$ cat src/rtl/uart_tx_engine.sv
// Asynchronous serial transmitter: start bit, 7/8 data bits LSB first, optional parity, one stop bit.
// Bit time comes from the live baud_rate count; frame settings are captured at load.
module uart_tx_engine #(
    parameter int BAUD_W = 20
) (
    input  logic              clk,
    input  logic              reset_n,
    input  logic [BAUD_W-1:0] baud_rate,
    input  logic              load,
    input  logic [7:0]        data_in,
    input  logic              eight,
    input  logic              pen,
    input  logic              ohel,
    output logic              tx,
    output logic              tx_rdy
);

    // state  | meaning
    // IDLE   | line high, ready for load
    // START  | driving start bit (0)
    // DATA   | driving held[idx_q]
    // PARITY | driving parity bit
    // STOP   | driving stop bit (1)
    typedef enum logic [2:0] {IDLE, START, DATA, PARITY, STOP} state_t;

    state_t            state_q, state_d;
    logic [BAUD_W-1:0] cnt_q, cnt_d;
    logic [2:0]        idx_q, idx_d;
    logic [7:0]        held_q, held_d;
    logic              eight_q, eight_d;
    logic              pen_q, pen_d;
    logic              ohel_q, ohel_d;
    logic              tx_q, tx_d;
    logic              rdy_q, rdy_d;

    logic [BAUD_W-1:0] eff_m1;
    logic              tick;
    logic [2:0]        idx_last;
    logic [2:0]        idx_nxt;
    logic              parity;

    // baud_rate of 0 or 1 both mean one clock per bit; >= keeps a shrinking baud_rate from stalling
    assign eff_m1   = (baud_rate <= BAUD_W'(1)) ? '0 : baud_rate - BAUD_W'(1);
    assign tick     = (cnt_q >= eff_m1);
    assign idx_last = eight_q ? 3'd7 : 3'd6;
    assign idx_nxt  = idx_q + 3'd1;
    assign parity   = (^{held_q[7] & eight_q, held_q[6:0]}) ^ ohel_q;

    always_ff @(posedge clk or negedge reset_n) begin
        if (!reset_n) begin
            state_q <= IDLE;
            cnt_q   <= '0;
            idx_q   <= '0;
            held_q  <= '0;
            eight_q <= 1'b0;
            pen_q   <= 1'b0;
            ohel_q  <= 1'b0;
            tx_q    <= 1'b1;
            rdy_q   <= 1'b1;
        end else begin
            state_q <= state_d;
            cnt_q   <= cnt_d;
            idx_q   <= idx_d;
            held_q  <= held_d;
            eight_q <= eight_d;
            pen_q   <= pen_d;
            ohel_q  <= ohel_d;
            tx_q    <= tx_d;
            rdy_q   <= rdy_d;
        end
    end

    always_comb begin
        state_d = state_q;
        cnt_d   = cnt_q + BAUD_W'(1);
        idx_d   = idx_q;
        held_d  = held_q;
        eight_d = eight_q;
        pen_d   = pen_q;
        ohel_d  = ohel_q;
        tx_d    = tx_q;
        rdy_d   = rdy_q;

        if (state_q == IDLE) begin
            cnt_d = '0;
            tx_d  = 1'b1;
            rdy_d = 1'b1;
            if (load) begin
                held_d  = data_in;
                eight_d = eight;
                pen_d   = pen;
                ohel_d  = ohel;
                state_d = START;
                tx_d    = 1'b0;
                rdy_d   = 1'b0;
            end
        end else if (tick) begin
            cnt_d = '0;
            case (state_q)
                START: begin
                    state_d = DATA;
                    idx_d   = 3'd0;
                    tx_d    = held_q[0];
                end
                DATA: begin
                    if (idx_q == idx_last) begin
                        state_d = pen_q ? PARITY : STOP;
                        tx_d    = pen_q ? parity : 1'b1;
                    end else begin
                        idx_d = idx_nxt;
                        tx_d  = held_q[idx_nxt];
                    end
                end
                PARITY: begin
                    state_d = STOP;
                    tx_d    = 1'b1;
                end
                STOP: begin
                    state_d = IDLE;
                    tx_d    = 1'b1;
                    rdy_d   = 1'b1;
                end
                default: begin
                    state_d = IDLE;
                    tx_d    = 1'b1;
                    rdy_d   = 1'b1;
                end
            endcase
        end
    end

    assign tx     = tx_q;
    assign tx_rdy = rdy_q;

endmodule

$ cat config.mk
export PLATFORM = sky130hd
export DESIGN_NAME = uart_tx_engine
export DESIGN_NICKNAME = d
export VERILOG_FILES = /design/src/rtl/uart_tx_engine.sv
export SDC_FILE = /design/constraint.sdc
export NUM_CORES = 1
export LEC_CHECK = 0
export BUFFER_PORTS_ARGS = -buffer_cell sky130_fd_sc_hd__buf_4
export CORE_UTILIZATION = 63
export DETAILED_ROUTE_END_ITERATION = 8
export PLACE_DENSITY = 0.86
export SYNTH_ARGS = -nofsm -noshare
export SYNTH_HDL_FRONTEND = slang
export SYNTH_SLANG_ARGS = --single-unit
$ cat constraint.sdc
create_clock -name clk -period 6.41 [get_ports clk]
set_input_delay 1.6025 -clock clk [delete_from_list [all_inputs] [get_ports clk]]
set_output_delay 1.6025 -clock clk [all_outputs]
set_load 0.1 [all_outputs]
======== After elaboration in Yosys (flattened, before gate mapping) ========
Index checks and enable logic that the tools add are counted.
Widths: inputs -> output; s select.
cells by class
  div/mod/pow operators ................... 0
  multiplexer cells ....................... 23
  shifts and indexed selects .............. 0
  equality and inequality tests ........... 8
  bitwise operators ....................... 3
  $mul .................................... 0
  magnitude comparators ................... 3
  reductions and logical operators ........ 9
  add/subtract/negate cells ............... 3
operator list
  operator               number
  $mux 20                3
  $add 20x1->20 const B  1
  $ge 20x20->1           1
  $le 20x1->1 const B    1
  $sub 20x1->20 const B  1
  $mux 3                 6
  $mux 1                 10
  $pmux 3 s3             1
  $reduce_xor 8->1       1
  $eq 3x2->1 const B     2
  $pmux 3 s2             1
  $lt 3x4->1 const B     1
  $ne 2x2->1 const B     2
  $reduce_and 2->1       2
  $reduce_and 4->1       1
  $reduce_bool 2->1      2
  $add 3x1->3 const B    1
  $bmux 1 s3             1
  $eq 3x1->1 const B     1
  $eq 3x3->1             1
  $logic_not 3->1        1
  $ne 3x3->1 const B     1
  $reduce_and 3->1       1
  $reduce_or 3->1        1
  other kinds (5)        5
word-level totals
  input bits .............................. 34
  register bits after elaboration ......... 39
  memories ................................ 0
  word-level logic and storage cells ...... 58
  bits in read-only memories .............. 0
  RAM bits ................................ 0
  latch bits .............................. 0
  output and inout port bits .............. 2

======== Longest topological paths before layout ========
  depth in word-level cells ............... 8
  mapped depth ............................ 16

======== Worst setup path before layout ========
No wires, ideal clock.
  path kind ............................... input port to flip-flop
  from .................................... in baud_rate[5]
  to ...................................... reg state_q[0]
  path slack .............................. 1.352 ns
  data required time ...................... 6.284 ns
  stages on the path ...................... 14
  arrival ................................. 4.931 ns
  buffers on the path ..................... 1
  cell sequence ........................... or4_4 > nor3_4 > nand3_1 > or3_1 > buf_4 > and2_1 > ha_1 > nand2b_1 > a2111oi_0 > a2111oi_0 > o31ai_1 > nand3b_1 > o221a_2 > a311o_1
on the way
  cells in the longest elaborated chain, start to end .. 5
  elaborated cells on any way between the ends .. 6
  those cells by class .................... add/sub: 1; order compare: 2; mux: 1; reduce/logical: 2
ends and longest elaborated chain
  item                                          RTL line  RTL
  start: declaration                            8         input logic [BAUD_W-1:0] baud_rate,
  $sub 20x1->20 or $le 20x1->1 (tied branches)  43        assign eff_m1 = (baud_rate <= BAUD_W'(1)) ? '0 : baud_rate - BAUD_W'(1);
  $mux 20 *                                     43
  $ge 20x20->1 *                                44        assign tick = (cnt_q >= eff_m1);
  $reduce_bool 2->1 (no line) *                 n/a
  $reduce_and 3->1 (no line) *                  n/a
  end signal: assignment                        61        state_q <= state_d;
  end: declaration                              26        state_t state_q, state_d;
Mark *: on every way between the ends. The rest lies on a longest branch, timed or not.
A chain may end at the register's enable or synchronous reset.

======== Worst setup path in the final report ========
Same ends and word-level chain as after synthesis.

==> impl_metrics.tcl <==
set metrics [dict create \
    design.die.area_um2 4758 \
    post-cts-setup-buffers 0 \
    multi_input_area_um2 1773 \
    hold_path_class "register to register" \
    setup_viol 0 \
    regArea_um2 978.4 \
    path_clk_slew_ps 70 \
    async_flop_share_pct 100.0 \
    cts-resized-gates 0 \
    core.rowCount 23 \
    power_leakage_uw 0.001517 \
    drive_gt1_share_pct 20.35 \
    routed_wirelength_um 5788 \
    grt_pass1_vias 2229 \
    slowest_delay_ps 560 \
    hold_viol_final 0 \
    antenna_left 0 \
    path_delay_family "simple AND/OR/NAND/NOR gates" \
    yosysTopAreaCellShare_pct 32.76 \
    finalInstanceArea_um2 3202 \
    hold_buffers 0 \
    dpl.cell_count 383 \
    cp-end-kind "register" \
    htreeDepth 2 \
    fp.dieH_um 68.98 \
    gp_congestion 0.8407 \
    r2r_end "state_q[0]" \
    place_area_um2 3129 \
    fill_cells 304 \
    cp.arrival_ps 5540 \
    clockRootBuffer "clkbuf_8" \
    synth.net_count 363 \
    wl_per_cell_um 14.88 \
    viasPerCell 5.987 \
    initial_utilization_pct 68.21 \
    finalCritPeriodShare_pct 83.61 \
    dp_hpwl_um 4523 \
    yosysWarnings 0 \
    synthCells 305 \
    drv_cap 0 \
    finalCriticalPeriod_ps 5359 \
    remaining_drc_errors 0 \
    clock-sinks 39 \
    max-slew-margin-rel_pct 43.92 \
    fin_util_pct 77.26 \
    synthesis.area_um2 2826 \
    crit_path_cell_trace "buf_4, or4_4, nor3_4, nand3_1, or3_1, buf_4, and2_1, ha_1, nand2b_1, a2111oi_0, a2111oi_0, o31ai_1, nand3b_1, o221a_2, a311o_1" \
    grt_pass1_wl_um 9715 \
    fin_cells 389 \
    yosys_most_used_dff "dfrtp_1" \
    firstDrtPassIters 4 \
    cts_tree "built" \
    path_buf_inv 2 \
    power.density_nw_per_um2 263.9 \
    seq_area_frac_synth_pct 34.62 \
    die_w_um 68.98 \
    synth_edf_count 0 \
    r2r_slack_ps 3520 \
    synthTopCellsByArea "dfrtp_1, ha_1, xnor2_1, xor2_1, mux2_2" \
    ys_ff_latch 39 \
    core-area_um2 4144 \
    antennaDiodeCount 0 \
    critical_path_required_ps 6590 \
    synth_area_leader_cell "dfrtp_1" \
    status "completed" \
    min-delay-start "tx" \
    start_kind "input pin" \
    drtIter0Drc 130 \
    crit_path_start "baud_rate[5]" \
    final.setup.tns_ps 0 \
    cp_slowest_cell "or4_4" \
    most-common-layout-cells "dfrtp_1, buf_4, nor2_1" \
    grt_max_degree 40 \
    rsz0062_at_grt "false" \
    grt.total_usage_pct 28.12 \
    cp_num_cells 15 \
    critPathCapture "state_q[0]" \
    ff2ff_path_depth 9 \
    worst_pin_slew_ps 840.8 \
    area_growth_pct 13.28 \
    netlist-cell-type-count 49 \
    io_pins 36 \
    portBuffers 35 \
    overflow 0 \
    insertion_delay_ps 290 \
    vias 2329 \
    peakVddDrop_uv 225.4 \
    cts_buffer_depth 2 \
    fin_skew_ps 4.572 \
    fin_nets 398 \
    path_class "input pin to register" \
    slew_viol_final 0 \
    avgSynthCellArea_um2 9.267 \
    cp_max_fo 19 \
    numCtsBuffers 5 \
    timing.fmax_mhz 186.6 \
    antenna_found_initial 0 \
    reg2reg_from "cnt_q[0]" \
]
state kept, by name, summed over array words and instances (netlist names):
register	cells
state_q	3
held_q	8
ohel_q	1
eight_q	1
tx	1
cnt_q	20
tx_rdy	1
idx_q	3
pen_q	1
worst reg2reg max path: cells and delay by family (launching register included):
family | cells | cell delay [ps]
flip-flops | 1 | 460
buffers and inverters | 1 | 100
adder cells (fa/ha/maj) | 1 | 290
AND/OR/NAND/NOR | 2 | 440
AO/OA/AOI/OAI | 5 | 1480
cells by family after synthesis:
logic type / Yosys count / synth area share [%]
simple gates: 126 / 22.44
fa+ha+maj: 24 / 10.62
xor+xnor: 40 / 12.40
compound gates: 40 / 9.739
flops: 39 / 34.62
mux: 17 / 7.525
buf+inv: 19 / 2.656
metal layers:
layer  global-route usage, %  vias to the layer above  wire (um)
li1                        -                     1153          -
met1                   35.66                     1123       2654
met2                   47.21                       44       2843
met3                   5.428                        9        193
met4                   10.46                        0         97
met5                       0                        -          0
cells in the mapped netlist, drive strengths merged (2+ instances only):
master,number
xor2,20
ha,24
nand3,14
nand2,31
and4,2
o31ai,2
mux4,2
a31oi,2
mux2,14
a21oi,8
inv,10
nor3,17
and3,3
clkbuf,8
nand2b,2
a21o,4
nand4,8
nand3b,2
xnor2,20
nor2,34
or3,5
dfstp,2
o21ai,8
dfrtp,37
a211oi,3
a2111oi,2
and2,2
nor2b,2
report_power, final:
part | switching, uW | total [uW] | internal [uW] | leakage (uW)
registers | 71.3 | 379 | 308 | 0.000503
logic | 164 | 315 | 152 | 0.000976
clock network | 78.3 | 151 | 72.4 | 0.0000371
worst min-delay path by stage:
stage / endpoint / slack (ps) / depth (start not counted)
finish: tx / 520 / 2
global route: tx / 530 / 2
CTS: tx / 510 / 2
detailed placement: tx / 510 / 2
global placement: tx / 490 / 2
floorplan: cnt_q[0] / 490 / 1
through the flow:
step           hold slack, ps  power (uW)  setup WS, ps
3_5_place_dp            508.4       696.1         717.8
6_report                516.8       844.8          1051
2_1_floorplan           493.5       605.4          1352
5_1_grt                 526.5       900.4         764.8
3_3_place_gp            494.4       677.3         904.0
4_1_cts                 514.6       848.0          1057
final cells by class:
class,instances,area share (%)
Sequential cell,39,30.56
Clock buffer,6,2.267
Tap cell,50,1.954
Inverter,10,1.172
Timing Repair Buffer,37,8.675
Multi-Input combinational cell,247,55.37
No activity file was read; power rests on OpenSTA's default activity.
